### config.mk
export PLATFORM = sky130hd
export DESIGN_NAME = uart_tx_buffered
export DESIGN_NICKNAME = d
export VERILOG_FILES = /design/src/rtl/uart_pkg.sv /design/src/rtl/uart_tx_fifo.sv /design/src/rtl/uart_tx_buffered.sv
export SDC_FILE = /design/constraint.sdc
export NUM_CORES = 1
export LEC_CHECK = 0
export CAP_MARGIN = 20
export CORE_UTILIZATION = 61
export DETAILED_ROUTE_END_ITERATION = 10
export PLACE_DENSITY_LB_ADDON = 0.12
export SETUP_SLACK_MARGIN = 0.02
export SYNTH_ARGS = -nofsm -noshare
export SYNTH_HDL_FRONTEND = slang
export SYNTH_SLANG_ARGS = --single-unit
### constraint.sdc
create_clock -name i_clk -period 3.4 [get_ports i_clk]
set_clock_uncertainty 0.2 [all_clocks]
set_input_delay 0.68 -clock i_clk [delete_from_list [all_inputs] [get_ports i_clk]]
set_output_delay 0.68 -clock i_clk [all_outputs]
set_load 0.02 [all_outputs]
### src/rtl/uart_pkg.sv
// Shared definitions for the buffered UART transmitter: serialiser states,
// frame data width and the line idle level.
package uart_pkg;

    typedef enum logic [2:0] {
        IDLE,
        START,
        DATA,
        PARITY,
        STOP
    } tx_state_t;

    localparam int   DATA_BITS  = 8;
    localparam logic IDLE_LEVEL = 1'b1;

endpackage

### src/rtl/uart_tx_fifo.sv
// Synchronous byte FIFO with registered full/empty flags; a write while full
// is accepted when a read happens in the same cycle.
module uart_tx_fifo #(
    parameter int DEPTH = 16,
    parameter int WIDTH = 8
) (
    input  logic             i_clk,
    input  logic             i_rst_n,
    input  logic             i_wr,
    input  logic [WIDTH-1:0] i_wdata,
    input  logic             i_rd,
    output logic [WIDTH-1:0] o_rdata,
    output logic             o_full,
    output logic             o_empty
);

    localparam int AW = $clog2(DEPTH);
    localparam logic [AW:0] FULL_COUNT = (AW+1)'(DEPTH);

    logic [WIDTH-1:0] r_mem [DEPTH];
    logic [AW-1:0]    r_wr_ptr;
    logic [AW-1:0]    r_rd_ptr;
    logic [AW:0]      r_count;
    logic             r_full;
    logic             r_empty;

    logic             w_do_wr;
    logic             w_do_rd;
    logic [AW:0]      w_count_next;

    assign w_do_rd = i_rd && !r_empty;
    assign w_do_wr = i_wr && (!r_full || w_do_rd);

    always_comb begin
        w_count_next = r_count;
        if (w_do_wr && !w_do_rd) begin
            w_count_next = r_count + (AW+1)'(1);
        end else if (w_do_rd && !w_do_wr) begin
            w_count_next = r_count - (AW+1)'(1);
        end
    end

    always_ff @(posedge i_clk) begin
        if (w_do_wr) begin
            r_mem[r_wr_ptr] <= i_wdata;
        end
    end

    // Flags are registered from the next count so they track the count after each edge.
    always_ff @(posedge i_clk or negedge i_rst_n) begin
        if (!i_rst_n) begin
            r_wr_ptr <= '0;
            r_rd_ptr <= '0;
            r_count  <= '0;
            r_full   <= 1'b0;
            r_empty  <= 1'b1;
        end else begin
            if (w_do_wr) begin
                r_wr_ptr <= r_wr_ptr + AW'(1);
            end
            if (w_do_rd) begin
                r_rd_ptr <= r_rd_ptr + AW'(1);
            end
            r_count <= w_count_next;
            r_full  <= (w_count_next == FULL_COUNT);
            r_empty <= (w_count_next == '0);
        end
    end

    assign o_rdata = r_mem[r_rd_ptr];
    assign o_full  = r_full;
    assign o_empty = r_empty;

endmodule

### src/rtl/uart_tx_buffered.sv
// Buffered 8N1 UART transmitter: FIFO plus serialiser FSM, LSB first.
// Define UART_TX_PARITY_EN to insert an even-parity bit before the stop bit.
module uart_tx_buffered
    import uart_pkg::*;
#(
    parameter int CLK_HZ = 50_000_000,
    parameter int BAUD   = 115_200,
    parameter int DEPTH  = 16
) (
    input  logic       i_clk,
    input  logic       i_rst_n,
    // i_data_in_valid is a one-cycle strobe with no ready: the byte is either
    // queued on that edge or dropped and recorded in o_overflow.
    input  logic       i_data_in_valid,
    input  logic [7:0] i_data_in,
    input  logic       i_ovf_clr,
    output logic       o_tx,
    output logic       o_busy,
    output logic       o_empty,
    output logic       o_full,
    output logic       o_overflow
);

    localparam int CLKS_PER_BIT = CLK_HZ / BAUD;
    localparam int BW           = (CLKS_PER_BIT > 1) ? $clog2(CLKS_PER_BIT) : 1;
    localparam int BIT_W        = $clog2(DATA_BITS);
    localparam logic [BW-1:0]    BAUD_LAST = BW'(CLKS_PER_BIT - 1);
    localparam logic [BIT_W-1:0] BIT_LAST  = BIT_W'(DATA_BITS - 1);

    tx_state_t        r_state;
    logic             r_tx;
    logic             r_busy;
    logic             r_overflow;
    logic [7:0]       r_shift;
    logic [BIT_W-1:0] r_bit;
    logic [BW-1:0]    r_baud;
`ifdef UART_TX_PARITY_EN
    logic             r_parity;
`endif

    logic       w_empty;
    logic       w_full;
    logic [7:0] w_head;
    logic       w_baud_end;
    logic       w_pop;
    logic       w_drop;

    uart_tx_fifo #(
        .DEPTH (DEPTH),
        .WIDTH (8)
    ) u_fifo (
        .i_clk   (i_clk),
        .i_rst_n (i_rst_n),
        .i_wr    (i_data_in_valid),
        .i_wdata (i_data_in),
        .i_rd    (w_pop),
        .o_rdata (w_head),
        .o_full  (w_full),
        .o_empty (w_empty)
    );

    assign w_baud_end = (r_baud == BAUD_LAST);
    // Loading from STOP as well as IDLE keeps back-to-back frames contiguous.
    assign w_pop  = !w_empty && ((r_state == IDLE) || ((r_state == STOP) && w_baud_end));
    assign w_drop = i_data_in_valid && w_full && !w_pop;

    always_ff @(posedge i_clk or negedge i_rst_n) begin
        if (!i_rst_n) begin
            r_state  <= IDLE;
            r_tx     <= IDLE_LEVEL;
            r_busy   <= 1'b0;
            r_shift  <= '0;
            r_bit    <= '0;
            r_baud   <= '0;
`ifdef UART_TX_PARITY_EN
            r_parity <= 1'b0;
`endif
        end else begin
            case (r_state)
                IDLE: begin
                    r_tx <= IDLE_LEVEL;
                    if (w_pop) begin
                        r_shift  <= w_head;
                        r_bit    <= '0;
                        r_baud   <= '0;
                        r_state  <= START;
                        r_tx     <= 1'b0;
                        r_busy   <= 1'b1;
`ifdef UART_TX_PARITY_EN
                        r_parity <= ^w_head;
`endif
                    end
                end
                START: begin
                    if (w_baud_end) begin
                        r_baud  <= '0;
                        r_state <= DATA;
                        r_tx    <= r_shift[0];
                    end else begin
                        r_baud <= r_baud + BW'(1);
                    end
                end
                DATA: begin
                    if (w_baud_end) begin
                        r_baud <= '0;
                        if (r_bit == BIT_LAST) begin
`ifdef UART_TX_PARITY_EN
                            r_state <= PARITY;
                            r_tx    <= r_parity;
`else
                            r_state <= STOP;
                            r_tx    <= IDLE_LEVEL;
`endif
                        end else begin
                            r_shift <= r_shift >> 1;
                            r_tx    <= r_shift[1];
                            r_bit   <= r_bit + BIT_W'(1);
                        end
                    end else begin
                        r_baud <= r_baud + BW'(1);
                    end
                end
                PARITY: begin
                    if (w_baud_end) begin
                        r_baud  <= '0;
                        r_state <= STOP;
                        r_tx    <= IDLE_LEVEL;
                    end else begin
                        r_baud <= r_baud + BW'(1);
                    end
                end
                STOP: begin
                    if (w_baud_end) begin
                        r_baud <= '0;
                        if (w_pop) begin
                            r_shift  <= w_head;
                            r_bit    <= '0;
                            r_state  <= START;
                            r_tx     <= 1'b0;
`ifdef UART_TX_PARITY_EN
                            r_parity <= ^w_head;
`endif
                        end else begin
                            r_state <= IDLE;
                            r_tx    <= IDLE_LEVEL;
                            r_busy  <= 1'b0;
                        end
                    end else begin
                        r_baud <= r_baud + BW'(1);
                    end
                end
                default: begin
                    r_state <= IDLE;
                    r_tx    <= IDLE_LEVEL;
                    r_busy  <= 1'b0;
                end
            endcase
        end
    end

    // A drop in the same cycle as a clear wins so no lost byte goes unreported.
    always_ff @(posedge i_clk or negedge i_rst_n) begin
        if (!i_rst_n) begin
            r_overflow <= 1'b0;
        end else if (w_drop) begin
            r_overflow <= 1'b1;
        end else if (i_ovf_clr) begin
            r_overflow <= 1'b0;
        end
    end

    assign o_tx       = r_tx;
    assign o_busy     = r_busy;
    assign o_empty    = w_empty;
    assign o_full     = w_full;
    assign o_overflow = r_overflow;

endmodule
Word-level counts from Yosys, hierarchy flattened

Memories as Yosys holds them, arrays and structs flattened.
Index checks and enable logic that the tools add are counted.

Input bits: 12
RAM bits: 128
Memories: 1
Logic and storage cells: 100
Output and inout port bits: 5
Register bits: 41

Memory list:

| memory       | words | bits a word | rd ports | clocked after memory_dff | wr ports | RTL line           | RTL |
|---|---|---|---|---|---|---|---|
| u_fifo.r_mem | 16    | 8           | 1        | 0                        | 1        | uart_tx_fifo.sv:20 | `logic [WIDTH-1:0] r_mem [DEPTH];` |

Bitwise operators: 1
Equality and inequality tests: 15
Reductions and logical operators: 27
Add/sub/neg operators: 6
Mux-type cells: 38

Operator list:

| kind                                                                  | count |
|---|---|
| 8-bit two-way mux                                                     | 4 |
| 3-bit two-way mux                                                     | 10 |
| 8-bit one-hot mux with 3 select lines                                 | 1 |
| 9-bit two-way mux                                                     | 2 |
| 9-bit one-hot mux with 2 select lines                                 | 1 |
| 3-bit one-hot mux with 5 select lines                                 | 1 |
| 1-bit two-way mux                                                     | 14 |
| 2-bit != test, second input constant                                  | 7 |
| 4-bit AND reduction                                                   | 3 |
| 5-bit two-way mux                                                     | 2 |
| 9-bit by 1-bit adder with 9-bit output, second input constant         | 1 |
| 9-bit equality test, second input constant                            | 1 |
| 3-bit one-hot mux with 3 select lines                                 | 1 |
| 4-bit by 1-bit adder with 4-bit output, second input constant         | 2 |
| 1-bit logical AND                                                     | 8 |
| 3-bit by 2-bit equality test with 1-bit output, second input constant | 2 |
| 3-bit equality test, second input constant                            | 2 |
| 6-bit AND reduction                                                   | 1 |
| 5-bit by 1-bit adder with 5-bit output, second input constant         | 1 |
| 5-bit equality test, second input constant                            | 1 |
| 1-bit logical NOT                                                     | 5 |
| 5-bit logical NOT                                                     | 1 |
| 1-bit one-hot mux with 5 select lines                                 | 1 |
| 5-bit by 1-bit subtractor with 5-bit output, second input constant    | 1 |
| other kinds (12)                                                      | 14 |

Logic depth before layout (Yosys ltp)

Gate-level depths: netlist of the first run.

Depth after elaboration: 12
Depth in mapped cells: 10
Mapped depth without buffers: 8

Modules after synthesis

Synthesis of the first run repeated with hierarchy kept, for this count alone.

Cells, all modules: 439
Area, all modules: 7213.2 um^2

By module, submodules not included:

| module           | seq. area each (um^2) | times used | cells each | area an instance (um^2) |
|---|---|---|---|---|
| uart_tx_fifo     | 4220.3                | 1          | 301        | 5716.7 |
| uart_tx_buffered | 651.9                 | 1          | 138        | 1496.4 |

Worst setup path after synthesis of the first run

No wires, ideal clock.

Kind: reg-to-reg
From: register r_baud[1]
To: memory u_fifo.r_mem[3][0], enable pin
Data arrival time: 2.165 ns
Setup time: 0.383 ns
Slack: 0.651 ns
Required time: 2.817 ns
Clock period less this slack: 2.749 ns
Stages on the path, launching flop included: 9
Buffers on the path: 0
Cell sequence: dfrtp_1 > inv_1 > ha_1 > nand4b_1 > o21ai_2 > nand2_2 > a21boi_4 > nand2_1 > nor3_1

Word-level cells in the longest chain between the ends: 9

Ends and longest elaborated chain:

| element                                 | RTL line                | RTL |
|---|---|---|
| start: declaration                      | uart_tx_buffered.sv:36  | `logic [BW-1:0] r_baud;` |
| start signal: assignment                | uart_tx_buffered.sv:100 | `r_baud <= r_baud + BW'(1);` |
| start signal: assignment                | uart_tx_buffered.sv:120 | `r_baud <= r_baud + BW'(1);` |
| start signal: assignment                | uart_tx_buffered.sv:129 | `r_baud <= r_baud + BW'(1);` |
| 9-bit equality test                     | uart_tx_buffered.sv:62  | `assign w_baud_end = (r_baud == BAUD_LAST);` |
| 1-bit logical AND                       | uart_tx_buffered.sv:64  | `assign w_pop = !w_empty && ((r_state == IDLE) \|\| ((r_state == STOP) && w_baud_end));` |
| 1-bit logical OR                        | uart_tx_buffered.sv:64  |  |
| 1-bit logical AND                       | uart_tx_buffered.sv:64  |  |
| 1-bit logical AND                       | uart_tx_fifo.sv:31      | `assign w_do_rd = i_rd && !r_empty;` |
| 1-bit logical OR                        | uart_tx_fifo.sv:32      | `assign w_do_wr = i_wr && (!r_full \|\| w_do_rd);` |
| 1-bit logical AND                       | uart_tx_fifo.sv:32      |  |
| 1-bit two-way mux                       | uart_tx_fifo.sv:44      | `if (w_do_wr) begin` |
| 1-bit two-way mux (not written as such) | uart_tx_fifo.sv:45      | `r_mem[r_wr_ptr] <= i_wdata;` |
| end: declaration                        | uart_tx_fifo.sv:20      |  |

No other way between the ends.

Final worst setup path of the first run

From: register r_baud[1]
To: memory u_fifo.r_mem[4][4], enable pin

The elaborated chain is that of the path after synthesis.

==> flow_metrics.py, run 1 <==
metrics = {
    "place": {
        "place_ws_ns": 0.4312,
        "hpwl_um": 9230,
        "gp_congestion": 0.8731,
        "placement.io_buffers": 16,
    },
    "floorplan": {
        "pin_count": 17,
        "start_util": 0.6271,
        "die_h_um": 110.6,
        "core_area_mm2": 0.01147,
        "rows": 39,
        "dieArea_mm2": 0.01223,
        "die_w_um": 110.6,
    },
    "finish": {
        "n_antenna_cell": 0,
        "fin_nets": 491,
        "drive_above_1_share": 0.1788,
        "syn_to_final_growth_pct": 13.29,
    },
    "sta": {
        "final.min_clock_period_ns": 2.996,
        "rsz0062_at_grt": "no",
        "fin_crit_sh": 0.8812,
        "setup_viol": 0,
        "fmax_mhz": 333.8,
        "setup_slack_ns": 0.4040,
        "worst_pin_slew_ns": 0.8992,
        "hold_ws_ns": 0.1846,
        "tns_ns": 0,
        "hold_violations": 0,
        "maxSlewHeadroom": 0.4005,
        "drv_slew": 0,
    },
    "job": {
        "drv_cap": 0,
    },
    "clock_network": {
        "cts-root-buf": "clkbuf_16",
        "clkLatencyLatePin_ns": 0.43,
        "cts_resized": 0,
        "cts_buffers": 17,
        "htree_levels": 4,
        "ctsLongestPathBuffers": 2,
        "clock_sinks": 169,
        "ctsHoldBuffers": 0,
        "post_cts_buffers": 0,
        "cts_tree": "yes",
        "cts.clk_slew.worst_paths_ns": 0.06,
    },
    "synth": {
        "netlist_top_cells_area": "edfxtp_1 53%, dfrtp_1 14%, mux4_1 9.1%",
        "syn-num-nets": 451,
        "ys.flop_type": "edfxtp_1",
        "postSynthAreaPerCell_um2": 16.80,
        "yosysSeqAreaShare": 0.6776,
        "syn_inst": 428,
        "syn_area_mm2": 0.007191,
        "synth_edf_count": 128,
        "synth_cell_types": 57,
        "yosys.area.top_type": "edfxtp_1",
        "async_flop_share": 0.2426,
        "yosys_warnings": 0,
        "synthTopCellsByCount": "128 x edfxtp_1, 39 x dfrtp_1, 34 x nor2_1",
        "netlist.area_leader.share": 0.5345,
        "synth.most_common_cell": "edfxtp_1",
        "ys_ff_latch": 169,
    },
    "critical_path": {
        "required_ns": 3.25,
        "critPathMaxFanout": 8,
        "critPathLaunchType": "flip-flop",
        "arrival_ns": 2.85,
        "cp-end-kind": "flip-flop",
        "worstSetupPathType": "flip-flop to flip-flop",
    },
    "route": {
        "avgRoutedWirePerCell_um": 22.52,
        "routed_wl_um": 14050,
        "vias": 3869,
        "viasPerCell": 6.200,
        "final_antenna_net_count": 0,
        "first_pass_iters": 5,
        "drc": 0,
        "drt_first_iter_violations": 330,
    },
    "pwr": {
        "p_sw_w": 0.002079,
        "p_leak_nw": 2.936,
        "cellPowerDensity_mw_per_mm2": 806.9,
        "vdd_drop_max_uv": 756.8,
        "power.share.clock": 0.280,
        "swShare": 0.3162,
        "sequentialPowerShare": 0.431,
        "internal_power_w": 0.004494,
        "pwr-share-comb": 0.289,
    },
    "global_route": {
        "grt_pass1_vias": 3923,
        "track_usage": 0.2511,
        "grt_pass1_wl_um": 22130,
        "grt_start_max_net_pins": 42,
        "antenna_found_initial": 0,
        "grt_overflow": 0,
    },
    "run_status": {
        "status": "finished clean",
    },
    "worst_hold_path": {
        "hp-class": "primary input to async pin",
    },
}
-- through the flow --
stage                     total power (W)  area [um^2]    util  std cells
final                            0.006573         8147  0.7104        624
after detailed placement         0.004774         7585  0.6614        592
after floorplan                  0.004235         7191       -        428
after global routing             0.006884         8147  0.7104        624
after CTS                        0.006613         8147  0.7104        624
after global placement           0.004705         7585  0.6614        592
-- critical path: stages (launching register included) --
cell and delay [ns]:
dfrtp_1 0.42, inv_1 0.07, ha_1 0.14, nand4b_1 0.17, o21ai_2 0.32, nand2_2 0.22
a21boi_4 0.30, nand2_1 0.15, nor2_1 0.62
-- power by group through the flow --
stage	registers, W	clock network [W]	logic [W]
floorplan	0.00274	0	0.00150
global route	0.00287	0.00195	0.00206
CTS	0.00283	0.00187	0.00191
detailed placement	0.00287	0	0.00191
finish	0.00283	0.00184	0.00190
global placement	0.00285	0	0.00186
-- path summary, 6_finish.rpt --
kind,slack [ns],cells past startpoint,from,end
min reg2reg,0.29,1,r_bit[0]$_DFFE_PN0P_,r_bit[0]$_DFFE_PN0P_
max reg2reg,0.40,8,r_baud[1]$_DFFE_PN0P_,u_fifo.r_mem[4][4]$_DFFE_PP_
max,0.40,8,r_baud[1]$_DFFE_PN0P_,u_fifo.r_mem[4][4]$_DFFE_PP_
max in group asynchronous,2.19,1,i_rst_n,u_fifo.r_rd_ptr[0]$_DFFE_PN0P_
min in group i_clk,0.29,1,r_bit[0]$_DFFE_PN0P_,r_bit[0]$_DFFE_PN0P_
min,0.18,1,i_rst_n,r_baud[6]$_DFFE_PN0P_
-- metal layers --
layer  GRT usage  part of all wire  vias up
li1            -                 -     1768
met1      0.3554              0.45     1968
met2      0.3727              0.47      112
met3     0.06806             0.054       21
met4      0.1076             0.028        0
met5           0                 0        -
-- logic make-up after synthesis --
kind of cell	Yosys count	synth area share
compound gates	65	0.05742
xor+xnor	9	0.01201
fa+ha+maj	11	0.01914
buf+inv	27	0.02106
flops	169	0.6776
mux	40	0.1383
simple gates	107	0.07447
-- registers in the layout (all words and copies together), names as in the netlist, 3 cells and up --
| signal | flops |
|---|---|
| u_fifo.r_mem | 128 |
| r_baud | 9 |
| r_shift | 8 |
| u_fifo.r_count | 5 |
| u_fifo.r_rd_ptr | 4 |
| u_fifo.r_wr_ptr | 4 |
| r_bit | 3 |
| r_state | 3 |
-- placed cells by master, fill, tap and decap left out, types with 2 or more instances in the layout --
master and n:
a21oi_1 23, a22o_1 3, buf_4 24, clkbuf_16 17, clkdlybuf4s50_1 15, clkinv_2 3, clkinvlp_4 4, dfrtp_1 38
dfstp_2 2, edfxtp_1 128, ha_1 11, inv_1 8, inv_6 5, mux4_1 25, mux4_2 15, nand2_1 30
nand2_2 2, nand2b_1 5, nand3_1 7, nand4_1 3, nor2_1 34, nor2_2 2, nor2b_1 2, nor3_1 7
o21a_1 2, o21ai_0 17, o22ai_1 2, o31ai_1 3, o41ai_1 3, or2_1 3, xnor2_1 7
-- cell type report --
cell class                      count  area (um^2)
Timing Repair Buffer               40        335.3
Clock buffer                       19        442.9
Sequential cell                   169         4873
Tap cell                          143        178.9
Clock inverter                     13        118.9
Multi-Input combinational cell    232         2167
Fill cell                         698         3321
Inverter                            8        30.03
(Power assumes the default switching activity.)
==> inputs of run 2 (changes only) <==
SKIP_CTS_REPAIR_TIMING = 1   (was not set)
SLEW_MARGIN = 20   (was not set)
==> results of run 2 <==
No change in the layout: final DEF, timing and power equal those of run 1.
==> inputs of run 3 (changes only) <==
GPL_ROUTABILITY_DRIVEN = 0   (was not set)
PLACE_DENSITY_LB_ADDON = 0.1   (was 0.12)
==> run 3 against run 2 <==
Largest power group unchanged. Critical path depth down 2. Non-clock buffer count is 4 lower. Sequential power about the same. Count of clock-buffer cells in the layout shrank 1. Critical endpoint is now u_fifo.r_mem[9][3]$_DFFE_PP_. Hold slack better by 0.016 ns. Sequential share of layout area is 0.39 points higher. Clock power fell by 7%.
==> flow_metrics.py, run 3 (synthesis results as in run 1) <==
metrics = {
    "clock_network": {
        "cts.clk_slew.worst_paths_ns": 0.06,
        "clock_sinks": 169,
        "ctsLongestPathBuffers": 2,
        "htree_levels": 4,
        "cts-root-buf": "clkbuf_16",
        "clkLatencyLatePin_ns": 0.42,
        "cts_buffers": 17,
        "cts_tree": "yes",
    },
    "critical_path": {
        "critPathLaunchType": "flip-flop",
        "critPathMaxFanout": 8,
        "critPathTopFamily": "simple AND/OR/NAND/NOR gates",
        "required_ns": 3.25,
        "cpMaxStageDelayCell": "nor2_1",
        "arrival_ns": 2.64,
        "reg2reg_depth": 6,
        "max_stage_delay_ns": 0.56,
        "crit_chain": "or2_1, nor2_2, nand2_2, a21boi_4, nand2_1, nor2_1",
        "r2r-end": "u_fifo.r_mem[9][3]$_DFFE_PP_",
        "ff2ff_setup_slack_ns": 0.60,
        "r2r-start": "r_state[1]$_DFFE_PN0P_",
        "worstSetupPathType": "flip-flop to flip-flop",
        "cp-end-kind": "flip-flop",
        "crit_buf_inv": 0,
    },
    "global_route": {
        "antenna_found_initial": 0,
        "grt_overflow": 0,
        "grt_pass1_vias": 3741,
        "track_usage": 0.2360,
        "grt_start_max_net_pins": 42,
        "grt_pass1_wl_um": 20940,
    },
    "finish": {
        "layout_common_cells": "128 x edfxtp_1, 38 x dfrtp_1, 34 x nor2_1",
        "largest_reg_flops": 128,
        "syn_to_final_growth_pct": 12.56,
        "final_common_cell": "edfxtp_1",
        "drive_above_1_share": 0.1656,
        "n_antenna_cell": 0,
        "top_regs": "u_fifo.r_mem x128, r_baud x9, r_shift x8",
        "stdcell_count": 620,
        "fin_nets": 487,
        "max_flop_register": "u_fifo.r_mem",
    },
    "route": {
        "routed_wl_um": 13130,
        "vias": 3782,
        "first_pass_iters": 5,
        "final_antenna_net_count": 0,
        "viasPerCell": 6.100,
        "drt_first_iter_violations": 404,
        "avgRoutedWirePerCell_um": 21.17,
        "drc": 0,
    },
    "floorplan": {
        "die_w_um": 110.6,
        "start_util": 0.6271,
        "rows": 39,
        "die_h_um": 110.6,
        "dieArea_mm2": 0.01223,
        "core_area_mm2": 0.01147,
        "pin_count": 17,
    },
    "place": {
        "placement.io_buffers": 16,
        "dp.cells": 588,
        "hpwl_um": 8689,
    },
    "sta": {
        "tns_ns": 0,
        "setup_viol": 0,
        "fin_crit_sh": 0.8232,
        "hold_violations": 0,
        "hold_ws_ns": 0.2006,
        "fmax_mhz": 357.3,
        "worst_pin_slew_ns": 0.9430,
        "final.min_clock_period_ns": 2.799,
        "drv_slew": 0,
        "maxSlewHeadroom": 0.3713,
        "rsz0062_at_grt": "no",
    },
    "run_status": {
        "status": "finished clean",
    },
    "pwr": {
        "cellPowerDensity_mw_per_mm2": 790.0,
        "vdd_drop_max_uv": 682.4,
        "p_leak_nw": 2.904,
    },
    "job": {
        "drv_cap": 0,
    },
    "worst_hold_path": {
        "hp-class": "primary input to async pin",
    },
}
run 3: worst register-to-register path, delay by kind of cell, from the launching register on:
| kind | cells | cell delay [ns] |
|---|---|---|
| AOI/OAI and AO/OA | 1 | 0.33 |
| and+or+nand+nor | 5 | 1.49 |
| DFF | 1 | 0.42 |
run 3: cell type report:
cell class,count,area [um^2]
flip-flops and latches,169,4873
fillers,721,3373
multi-input cells,232,2167
clock buffers,18,429.2
repair buffers,36,317.8
well taps,143,178.9
clock inverters,14,97.59
inverters,8,30.03
run 3: metrics by stage:
stage / util / setup slack (ns) / total power (W) / instance area, um^2
after floorplan: - / 0.6513 / 0.004235 / 7191
after global placement: 0.6599 / 0.6506 / 0.004688 / 7567
after detailed placement: 0.6599 / 0.5891 / 0.004732 / 7567
after CTS: 0.7058 / 0.5722 / 0.006450 / 8094
after global routing: 0.7058 / 0.3221 / 0.006739 / 8094
final: 0.7058 / 0.6010 / 0.006395 / 8094
run 3: layer usage:
| layer | global-route usage | vias up | part of all wire |
|---|---|---|---|
| met4 | 0.09422 | 0 | 0.027 |
| met2 | 0.3710 | 99 | 0.50 |
| met5 | 0 | - | 0 |
| li1 | - | 1760 | - |
| met1 | 0.3122 | 1906 | 0.43 |
| met3 | 0.07080 | 17 | 0.048 |
run 3: worst max-delay path by stage:
stage / start / endpoint / slack (ns) / depth (start not counted)
2_1_floorplan: r_baud[1]$_DFFE_PN0P_ / u_fifo.r_mem[3][0]$_DFFE_PP_ / 0.65 / 8
3_3_place_gp: i_data_in_valid / u_fifo.r_mem[9][2]$_DFFE_PP_ / 0.65 / 4
3_5_place_dp: i_data_in_valid / u_fifo.r_mem[9][2]$_DFFE_PP_ / 0.59 / 4
4_1_cts: r_baud[1]$_DFFE_PN0P_ / u_fifo.r_mem[9][3]$_DFFE_PP_ / 0.57 / 8
5_1_grt: r_state[1]$_DFFE_PN0P_ / u_fifo.r_mem[9][6]$_DFFE_PP_ / 0.32 / 6
6_report: r_state[1]$_DFFE_PN0P_ / u_fifo.r_mem[9][3]$_DFFE_PP_ / 0.60 / 6
run 3: power by group:
group	switching (W)	internal, W	leakage (nW)
sequential	0.000301	0.00256	1.66
clock	0.000776	0.000937	0.253
combinational	0.000918	0.000903	0.991
total	0.00199	0.00440	2.90
